[src/rtl/matproc_pkg.sv]
// Shared types and default sizing for the matrix-processor FMA lane.
package matproc_pkg;

  localparam int unsigned DEFAULT_WIDTH  = 32;
  localparam int unsigned DEFAULT_ADDR_W = 10;
  localparam int unsigned DEFAULT_LEN_W  = 8;

  typedef enum logic [2:0] {
    IDLE,
    ISSUE,
    DRAIN,
    CAPTURE,
    RESULT
  } seq_state_t;

endpackage

[src/rtl/dot_addr_gen.sv]
// Strided address counter: load(base, stride) then step adds stride each cycle.
// Address arithmetic wraps modulo 2^ADDR_W.
module dot_addr_gen
  import matproc_pkg::*;
#(
  parameter int unsigned ADDR_W = DEFAULT_ADDR_W
) (
  input  logic              clk,
  input  logic              rst,
  input  logic              load,
  input  logic              step,
  input  logic [ADDR_W-1:0] base,
  input  logic [ADDR_W-1:0] stride,
  output logic [ADDR_W-1:0] addr
);

  logic [ADDR_W-1:0] stride_q;

  // Address register: load wins over step; stride kept for the whole command.
  always_ff @(posedge clk) begin
    if (rst) begin
      addr     <= '0;
      stride_q <= '0;
    end else if (load) begin
      addr     <= base;
      stride_q <= stride;
    end else if (step) begin
      addr <= addr + stride_q;
    end
  end

endmodule

[src/rtl/fma_dot_sequencer.sv]
// Dot-product command sequencer for one FMA accumulator lane: issues strided
// operand reads, streams returned data into the FMA, returns the final sum.
module fma_dot_sequencer
  import matproc_pkg::*;
#(
  parameter int unsigned WIDTH  = DEFAULT_WIDTH,
  parameter int unsigned ADDR_W = DEFAULT_ADDR_W,
  parameter int unsigned LEN_W  = DEFAULT_LEN_W
) (
  input  logic              clk,
  input  logic              rst,
  input  logic              cmd_valid,
  output logic              cmd_ready,
  input  logic [LEN_W-1:0]  cmd_len,
  input  logic [WIDTH-1:0]  cmd_seed,
  input  logic [ADDR_W-1:0] cmd_a_base,
  input  logic [ADDR_W-1:0] cmd_b_base,
  input  logic [ADDR_W-1:0] cmd_a_stride,
  input  logic [ADDR_W-1:0] cmd_b_stride,
  output logic              a_rd_en,
  output logic              b_rd_en,
  output logic [ADDR_W-1:0] a_rd_addr,
  output logic [ADDR_W-1:0] b_rd_addr,
  input  logic [WIDTH-1:0]  a_rd_data,
  input  logic [WIDTH-1:0]  b_rd_data,
  output logic [WIDTH-1:0]  fma_a,
  output logic [WIDTH-1:0]  fma_b,
  output logic [WIDTH-1:0]  fma_seed,
  output logic              fma_update_acc,
  output logic              fma_en,
  input  logic [WIDTH-1:0]  fma_acc,
  output logic              res_valid,
  input  logic              res_ready,
  output logic [WIDTH-1:0]  res_data
);

  seq_state_t       state;
  logic [LEN_W-1:0] len_q;
  // Number of elements whose read has been issued, including the current one.
  logic [LEN_W-1:0] issued;
  logic             accept;
  logic             addr_load;
  logic             addr_step;

  // Command handshake; never ready while reset is held.
  assign cmd_ready = (state == IDLE) && !rst;
  assign accept    = cmd_valid && cmd_ready;

  // Address generators load on accept of a non-empty command and step until
  // the last element has been issued.
  assign addr_load = accept && (cmd_len != '0);
  assign addr_step = (state == ISSUE) && (issued != len_q);

  // Operands are gated to zero whenever the FMA is not enabled.
  assign fma_a = fma_en ? a_rd_data : '0;
  assign fma_b = fma_en ? b_rd_data : '0;

  dot_addr_gen #(.ADDR_W(ADDR_W)) u_a_addr (
    .clk    (clk),
    .rst    (rst),
    .load   (addr_load),
    .step   (addr_step),
    .base   (cmd_a_base),
    .stride (cmd_a_stride),
    .addr   (a_rd_addr)
  );

  dot_addr_gen #(.ADDR_W(ADDR_W)) u_b_addr (
    .clk    (clk),
    .rst    (rst),
    .load   (addr_load),
    .step   (addr_step),
    .base   (cmd_b_base),
    .stride (cmd_b_stride),
    .addr   (b_rd_addr)
  );

  // Sequencer FSM with registered read strobes, FMA controls and result port.
  always_ff @(posedge clk) begin
    if (rst) begin
      state          <= IDLE;
      len_q          <= '0;
      issued         <= '0;
      a_rd_en        <= 1'b0;
      b_rd_en        <= 1'b0;
      fma_en         <= 1'b0;
      fma_update_acc <= 1'b0;
      fma_seed       <= '0;
      res_valid      <= 1'b0;
      res_data       <= '0;
    end else begin
      // Read data returns one cycle after the strobe, so the FMA enable trails it.
      fma_en         <= a_rd_en;
      // Element 0 is being read while issued==1; the FMA sees it next cycle.
      fma_update_acc <= (state == ISSUE) && (issued == LEN_W'(1));

      unique case (state)
        IDLE: begin
          if (accept) begin
            len_q    <= cmd_len;
            fma_seed <= cmd_seed;
            if (cmd_len == '0) begin
              res_data  <= cmd_seed;
              res_valid <= 1'b1;
              state     <= RESULT;
            end else begin
              issued  <= LEN_W'(1);
              a_rd_en <= 1'b1;
              b_rd_en <= 1'b1;
              state   <= ISSUE;
            end
          end
        end

        ISSUE: begin
          if (issued == len_q) begin
            a_rd_en <= 1'b0;
            b_rd_en <= 1'b0;
            state   <= DRAIN;
          end else begin
            issued <= issued + LEN_W'(1);
          end
        end

        DRAIN: begin
          state <= CAPTURE;
        end

        CAPTURE: begin
          res_data  <= fma_acc;
          res_valid <= 1'b1;
          state     <= RESULT;
        end

        RESULT: begin
          if (res_ready) begin
            res_valid <= 1'b0;
            state     <= IDLE;
          end
        end

        default: begin
          state <= IDLE;
        end
      endcase
    end
  end

endmodule

[config.mk]
export PLATFORM = sky130hd
export DESIGN_NAME = fma_dot_sequencer
export DESIGN_NICKNAME = d
export VERILOG_FILES = /design/src/rtl/matproc_pkg.sv /design/src/rtl/dot_addr_gen.sv /design/src/rtl/fma_dot_sequencer.sv
export SDC_FILE = /design/constraint.sdc
export NUM_CORES = 1
export LEC_CHECK = 0
export CAP_MARGIN = 0
export CORE_MARGIN = 3
export CORE_UTILIZATION = 37
export CTS_BUF_LIST = sky130_fd_sc_hd__clkbuf_8
export DETAILED_ROUTE_END_ITERATION = 7
export GPL_TIMING_DRIVEN = 0
export HOLD_SLACK_MARGIN = 0.03
export PLACE_DENSITY = 0.8
export SYNTH_ARGS = -nofsm -noshare
export SYNTH_HDL_FRONTEND = slang
export SYNTH_SLANG_ARGS = --single-unit
[constraint.sdc]
create_clock -name clk -period 2.2 [get_ports clk]
set_input_delay 0.33 -clock clk [delete_from_list [all_inputs] [get_ports clk]]
set_output_delay 0.33 -clock clk [all_outputs]
set_load 0.01 [all_outputs]
==> summary.txt <==
final hold slack = 0.4488 ns
die boundary height = 139.1 um
CP max-delay cell = or3b_2
clk_lat worst skew = 0.44 ns
CP Capture Type = flip-flop
Slew HR = 0.5171
most frequent cells in the layout = clkdlybuf4s50_1 (328), nand2_1 (153), dfxtp_1 (121)
RSZ-0062 raised after global routing = true
type of the tightest min-delay check = in -> reg
max cap viols = 0
Cell Pwr Density = 742.6 nW/um^2
crit start category = flip-flop
slack of the critical path = 0.02219 ns
Syn Nets = 1010
Period minus WS final = 2.178 ns
Die X = 139.1 um
vias per inst = 5.246
cell count after synthesis = 808
worst path cell trace = ha_2 > fa_2 > a21o_1 > a221oi_2 > nor3_1 > or3b_2 > a311oi_1
H-Tree Depth = 4
Final Wtd Congestion = 0.9596
die area = 19360 um^2
Area Overhead vs Synth = 66.31%
via count = 7392
total clock sinks = 127
Hold Path Sink = fma_seed[26]
number of distinct library cells after synthesis = 47
Hold Path Stages = 3
share of cells above drive strength 1 = 0.09483
max-slew violation count = 0
fill cell count = 1538
r2r worst-path depth = 7
sequential area share after synthesis = 0.3876
drt first pass iters = 4
Setup TNS = 0 ns
crit-path max FO = 3
vias in the first global route = 7376
Layout Skew = 0.01750 ns
Core ar. = 17300 um^2
worst r2r src = u_b_addr.addr[0]
Synth Warn # = 0
first-pass GRT wire length = 40.95 mm
Main synth FF type = dfxtp_1
reg-to-reg setup timing slack = 0.02 ns
post-detail-place hpwl = 21.25 mm
asr flop ratio synth = 0
Reg-to-Reg End = u_b_addr.addr[8]
Hold Path Origin = cmd_seed[26]
most common cell after layout, fill and taps aside = clkdlybuf4s50_1
Ports = 334
Max stage delay on crit path = 0.44 ns
# setup viols final = 0
register bit count reported by yosys = 127
Max clock buf depth = 2
wire per inst = 19.25 um
initial cell density of the core = 0.3792
fmax = 459.2 MHz
DRC = 0
Mean Syn Cell Area = 8.117 um^2
Post-Route WL = 27.12 mm
Iter 0 DRT Violations = 372
Hold Buf Count CTS = 0
Worst EP arrival = 2.52 ns
clock transition at the registers of the reported paths = 0.08 ns
antenna violations before repair = 2
total CTS buffers = 17
pin slew with the least headroom to its limit = 0.7244 ns
GRT Residual Overflow = 0
CTS root buffer = clkbuf_8
Post-synth EDFFs = 0
Fin. Hold Viols = 0
status = finished clean
largest net degree at the start of global routing = 20
required time at the worst-slack endpoint = 2.54 ns
post-route ant nets = 0
top cell family by delay on the critical path = compound AO/OA/AOI/OAI gates
P_leak = 4.450 nW
CTS tree = done
worst setup path category = reg -> reg
VDD IR-drop max = 499.6 uV
CP bufs+invs = 0
number of cell rows = 48
I/O Buffers = 333
nets = 1371
Tcrit/Tclk final = 0.9899
pre-CTS setup slack = -0.9361 ns
Mapped Area = 6559 um^2
Tot Pwr = 0.008101 W
GRT Overall Usage = 0.2676
-- worst max-delay path by stage --
stage / start / to / slack [ns] / depth (start not counted)
2_1_floorplan: u_b_addr.addr[0] / u_b_addr.addr[8] / -0.03 / 7
3_3_place_gp: rst / cmd_ready / -0.91 / 6
3_5_place_dp: rst / cmd_ready / -0.94 / 6
4_1_cts: state[2] / issued[7] / 0.0007 / 7
5_1_grt: u_b_addr.addr[0] / u_b_addr.addr[8] / -0.03 / 7
6_report: u_b_addr.addr[0] / u_b_addr.addr[8] / 0.02 / 7
-- cells by family (layout without fill, tap and decap cells) --
group	after synthesis	count (layout)	share of synthesized area
AND/OR/NAND/NOR	366	366	0.2804
other	0	3	0
buffers and inverters	69	442	0.04159
flip-flops	127	127	0.3876
multiplexers	37	37	0.05647
XOR/XNOR	18	18	0.02404
AO/OA/AOI/OAI	169	169	0.1656
adder cells (fa/ha/maj)	22	22	0.04426
-- flip-flops by register name (all words and copies together) (netlist names) --
name               cells
fma_update_acc         1
fma_seed              32
fma_en                 1
res_valid              1
b_rd_en                1
u_b_addr.stride_q     10
state                  3
len_q                  8
res_data              32
u_a_addr.stride_q     10
u_b_addr.addr         10
u_a_addr.addr         10
issued                 8
-- cell type report --
| cell class | instances | area, um^2 | area share |
|---|---|---|---|
| Sequential cell | 127 | 2555 | 0.2342 |
| Antenna cell | 3 | 7.507 | 0.0006882 |
| Multi-Input combinational cell | 612 | 3896 | 0.3572 |
| Timing Repair Buffer | 347 | 3441 | 0.3154 |
| Inverter | 9 | 33.78 | 0.003097 |
| Clock buffer | 17 | 234.0 | 0.02145 |
| Tap cell | 225 | 281.5 | 0.02581 |
| Clock inverter | 14 | 167.7 | 0.01537 |
| Buffer | 55 | 291.5 | 0.02673 |
-- cells in the mapped netlist (3+ instances only) --
cell type  instances  area (um^2)
o21ai_0           24        120.1
nand3_1            9        45.04
a221oi_1           5        43.79
a21o_1             4        30.03
o21a_1             3        22.52
xnor2_1           14        122.6
inv_1              9        33.78
dfxtp_1          127         2542
xor2_1             4        35.03
and2_1            65        406.6
nand3b_1          32        240.2
clkbuf_1          45        168.9
mux2i_1           37        370.4
nand2b_1          11        68.82
nor2b_1            5        31.28
or3_1             14        87.58
a211oi_1          36        270.3
nand4_1            4        25.02
or2_2              3        18.77
buf_1              6        22.52
buf_2              8        40.04
nor3_1             5        25.02
nor2_1            44        165.2
a21oi_1           57        285.3
a31oi_1            9        56.30
a311oi_1          14        122.6
nand2_1          155        581.8
and3_1             5        31.28
nor4_1             5        31.28
o22ai_1            3        18.77
ha_1              20        250.2
-- worst reg2reg max path, delay by kind of cell, from the launching register on --
kind	cells	cell delay (ns)
AO/OA/AOI/OAI	3	0.65
adder cells (fa/ha/maj)	2	0.56
flip-flops	1	0.35
AND/OR/NAND/NOR	2	0.52
-- routing by layer --
metal	wire length [um]	global-route usage
met3	2520	0.1000
met2	13150	0.4579
met5	0	0
met1	10580	0.3020
met4	869	0.1066
-- per-stage QoR --
stage	instance area [um^2]	cells	utilization
after floorplan	6571	808	-
after global placement	10190	1366	0.5889
after detailed placement	10190	1366	0.5889
after CTS	10750	1402	0.6215
after global routing	10910	1408	0.6305
final	10910	1409	0.6306
-- where the power goes --
group          internal (W)  switching (W)
logic               0.00158        0.00147
clock network       0.00112        0.00100
registers           0.00264       0.000301
total               0.00533        0.00277
-- what timing repair did --
action,CTS,global route
endpoints found under the setup margin,159,106
resized for setup,46,49
pin swaps,9,6
buffers inserted,8,5
cloned,0,1
No activity file was read; power rests on OpenSTA's default activity.
==> edit 1, RTL diff (same flow settings) <==
Re-encode `seq_state_t` (5 states) as Gray code, 3 bits wide.
--- a/src/rtl/matproc_pkg.sv
+++ b/src/rtl/matproc_pkg.sv
@@ -8,7 +8,7 @@
   typedef enum logic [2:0] {
-    IDLE,
-    ISSUE,
-    DRAIN,
-    CAPTURE,
-    RESULT
+    IDLE    = 3'b000,
+    ISSUE   = 3'b001,
+    DRAIN   = 3'b011,
+    CAPTURE = 3'b010,
+    RESULT  = 3'b110
   } seq_state_t;
Function: no difference found for any inputs over 4 cycles, from zero or initial values and one cycle with rst high; so few cycles prove little.
==> edit 1 against the unedited design <==
Synthesized area shrank 3.2%. Sequential power shrank 6%. Combinational power shrank 30%. Sequential cell count is the same. Total power shrank 15%. Cell count shrank 4.1%. Count of clock-buffer cells in the layout is the same. Fmax grew 0.54%. Final area shrank 2.7%. Worst setup slack gained 0.012 ns. Wire length shrank 6.9%. Critical path type unchanged. Highest routed layer unchanged.
==> edit 1: results (changes against the unedited design) <==
| Metric | Value |
|---|---|
| Synth top cells by count | 132 x nand2_1, 127 x dfxtp_1, 70 x nor2_1, 66 x and2_1, 46 x a211oi_1 |
| Outcome | complete, no violations |
| Avg WL per Cell | 18.7 um (-2.9%) |
| Number of global-route vias before repair | 6580 (-11%) |
| Fin Hold WS | 0.334 ns (-0.115 ns) |
| Leading post-synthesis cells by cell area | dfxtp_1 40%, nand2_1 7.8%, and2_1 6.5% |
| Multi-In Gates | 568 (-7.2%) |
| Drt first-iter violations | 368 (-1.1%) |
| Worst Reg-to-Reg Cells | 8 (+1) |
| Grt met3 use | 8.24% (-1.8 points) |
| Register Area | 2560 um^2 (about the same) |
| Crit path DAT | 2.47 ns (-0.05 ns) |
| N_diodes | 1 (-2) |
| Share of layout cells above drive strength 1 | 8.94% (-0.55 points) |
| Pin count of the biggest net entering global routing | 17 (-15%) |
| First-pass GRT wire length | 36300 um (-11%) |
| Clk tree area frac | 3.57% (-0.11 points) |
| Count of cell types in the netlist | 50 (+6.4%) |
| Post_cts resized | 28 (-39%) |
| Worst r2r src | u_a_addr.addr[0] |
| GPL Wtd Cong | 0.861 (-10%) |
| HP Start | cmd_len[4] |
| GR Layer Usage met1 | 29.6% (-0.64 points) |
| Inverter count | 6 (-3) |
| Worst path max stage delay | 0.38 ns (-0.06 ns) |
| Register area share after synthesis | 40.1% (+1.3 points) |
| Pleak | 4.23 nW (-5.0%) |
| Crit-path slowest cell | fa_2 |
[edit 1: cell count changes in the layout (fill, tap and decap cells not counted), moves of 6 or more]
cell / unedited run / this run
a311oi_1: 13 / 2
a211oi_1: 35 / 42
a21oi_1: 57 / 38
clkbuf_2: 17 / 5
a31oi_1: 9 / 2
nand2_1: 153 / 132
buf_2: 4 / 10
or3_1: 14 / 1
o21ai_0: 24 / 6
xnor2_1: 14 / 22
nand2b_1: 11 / 3
nor2_1: 41 / 68
nand3b_1: 32 / 40
[edit 1: power by group through the flow]
stage / clock (W) / combinational (W) / sequential, W
after floorplan: 0 / 0.000873 / 0.00284
after global placement: 0 / 0.00201 / 0.00277
after detailed placement: 0 / 0.00203 / 0.00278
after CTS: 0.00203 / 0.00207 / 0.00274
after global routing: 0.00214 / 0.00229 / 0.00278
final: 0.00200 / 0.00213 / 0.00275
[edit 1: per-stage QoR]
step                setup WS [ns]  area [um^2]  cells  power [W]  setup TNS, ns
global placement           -0.561         9960   1311    0.00479         -38.45
CTS                       0.00578        10400   1347    0.00685              0
floorplan                  0.0491         6350    758    0.00371              0
global route              -0.0506        10600   1351    0.00721        -0.0642
detailed placement         -0.576         9960   1311    0.00482         -37.37
finish                     0.0339        10600   1351    0.00688              0
[edit 1: routing by layer]
metal / wire length, um / vias to the layer above / share of wire [%]
met5: 0 / - / 0
met4: 788 / 0 / 3.1
li1: - / 3336 / -
met3: 2570 / 48 / 10
met2: 12100 / 358 / 48
met1: 9790 / 3185 / 39
[edit 1: logic make-up after synthesis]
group / share of synthesized area, %
simple gates: 27.6
fa+ha+maj: 4.57
mux: 5.99
compound gates: 13.9
flops: 40.1
buf+inv: 4.24
xor+xnor: 3.59
==> edit 2, RTL diff (same flow settings) <==
Without the edit above. The package constant `DEFAULT_WIDTH` goes from 32 to 40.
--- a/src/rtl/matproc_pkg.sv
+++ b/src/rtl/matproc_pkg.sv
@@ -3,3 +3,3 @@
 
-  localparam int unsigned DEFAULT_WIDTH  = 32;
+  localparam int unsigned DEFAULT_WIDTH  = 40;
   localparam int unsigned DEFAULT_ADDR_W = 10;
Ports: changed (8 resized); port bits go from 334 to 398. No check against the original RTL was run, so the function may have changed too.
==> edit 2 against the unedited design <==
Sequential power is 1% higher. Synthesized area is 9.3% higher. Global-route usage is 0.57 points lower. Cell count rose by 11%. Clock power rose by 9.9%. Final area is 11% higher. Worst hold slack got worse by 0.044 ns. Sequential cell count rose by 16. Utilization increased by 0.93 points. First-iteration DRC count up 9.9%. Total power shrank 9.1%. Wire length grew 5.1%. Via count grew 6.5%. Worst setup slack improved by 0.024 ns.
==> edit 2: results (changes against the unedited design) <==
| Metric | Value |
|---|---|
| Outcome | complete, no violations |
| Met1 wire length | 11800 um (+11%) |
| Worst Reg-to-Reg Cells | 8 (+1) |
| N_diodes | 0 (-3) |
| Initial antenna violation count | 0 (-2) |
| CTS Sinks | 143 (+13%) |
| Multi-In Gates | 655 (+7.0%) |
| Gr usage total | 26.2% (-0.57 points) |
| Adder-Cell Fraction of Synth Area | 4.05% (-0.38 points) |
| CP Capture Type | flip-flop |
| Synth top cells by count | 167 x nand2_1, 143 x dfxtp_1, 82 x and2_1, 81 x nor2_1, 51 x a211oi_1 |
| Peak supply drop | 0.539 mV (+7.9%) |
| Worst path max stage delay | 0.37 ns (-0.07 ns) |
| Area fraction in compound gates after synthesis | 14.3% (-2.3 points) |
| GR Layer Usage met1 | 31.8% (+1.6 points) |
| Synth Net Count | 1099 (+8.8%) |
| Register area share after synthesis | 39.9% (+1.2 points) |
| Clock power share | 31.6% (+5.5 points) |
| Number of iterations in the first detailed-routing pass | 5 (+1) |
| Share of layout cells above drive strength 1 | 7.61% (-1.9 points) |
| Pleak | 5.01 nW (+13%) |
| Count of non-CTS buffers in the layout | 464 (+15%) |
| Inverter count | 7 (-2) |
| Relative slew slack | 57.6% (+5.9 points) |
| Leading post-synthesis cells by cell area | dfxtp_1 40%, nand2_1 8.7%, and2_1 7.2% |
| Count of cell types in the netlist | 50 (+6.4%) |
| Final Skew | 0.0185 ns (+0.00105 ns) |
| Crit path DAT | 2.50 ns (-0.02 ns) |
| Final HPWL from detailed placement | 22200 um (+4.4%) |
| DR vias/cell | 5.04 (-3.9%) |
| Layout clock buffers | 18 (+1) |
| Non-filler cells, final | 1561 (+11%) |
| Skew-Pair Late Insertion Delay | 0.47 ns (+0.03 ns) |
| IO buf count | 397 (+19%) |
| Pin count of the biggest net entering global routing | 17 (-15%) |
| Data buffer area share | 35.7% (+1.5 points) |
| Multi-input gate area | 4120 um^2 (+5.8%) |
| Combinational share of power | 28.0% (-9.6 points) |
| Switch Pwr | 0.00229 W (-18%) |
| Syn Inst Count | 865 (+7.1%) |
| First-pass GRT wire length | 44300 um (+8.2%) |
| Fillers | 1588 (+3.3%) |
| Final Net Count | 1522 (+11%) |
| Worst R2R Setup Slack | 0.05 ns (+0.02 ns) |
| PwrDens | 609 nW/um^2 (-18%) |
| Met2 usage | 45.5% (-0.32 points) |
| Biggest regs | fma_seed (40), res_data (40) |
| Crit-path slowest cell | fa_2 |
| Mux share of post-synthesis cell area | 5.86% (+0.22 points) |
edit 2: changes by cell type in the layout (fill, tap and decap cells not counted), moves of 6 or more:
cell	delta
or3_1	-13
dfxtp_1	+19
nand3b_1	+17
a211oi_1	+12
nor2_1	+39
and2_1	+17
o21ai_0	-17
clkdlybuf4s50_1	+60
a21oi_1	-27
clkbuf_2	-12
nand2_1	+13
buf_2	+17
clkbuf_1	+6
nand2b_1	-7
edit 2: worst min path at each step:
stage | to | from | slack (ns)
4_1_cts | u_b_addr.stride_q[5] | cmd_b_stride[5] | 0.39
3_3_place_gp | u_a_addr.stride_q[0] | u_a_addr.stride_q[0] | 0.45
2_1_floorplan | fma_seed[0] | cmd_seed[0] | 0.43
6_report | u_b_addr.stride_q[1] | cmd_b_stride[1] | 0.40
5_1_grt | fma_seed[10] | cmd_seed[10] | 0.39
3_5_place_dp | u_b_addr.stride_q[2] | u_b_addr.stride_q[2] | 0.46
edit 2: metrics by stage:
step	setup TNS (ns)	setup slack [ns]	total power [W]
after detailed placement	-43.00	-0.498	0.00502
after global routing	-0.0717	-0.0505	0.00768
after global placement	-37.81	-0.485	0.00499
final	0	0.0465	0.00736
after floorplan	0	0.00693	0.00390
after CTS	-0.00313	-0.00313	0.00734
edit 2: cell families (layout without fill, tap and decap cells):
group,after synthesis,in the layout
AO/OA/AOI/OAI,146,146
XOR/XNOR,22,22
adder cells (fa/ha/maj),22,22
buffers and inverters,67,503
flip-flops,143,143
multiplexers,42,42
AND/OR/NAND/NOR,423,423
edit 2: repair_timing:
action,4_1_cts,5_1_grt
pin swaps,5,5
endpoints found under the hold margin,0,0
endpoints found under the setup margin,84,114
gates cloned,0,0
setup buffers,2,5
resized for setup,21,38
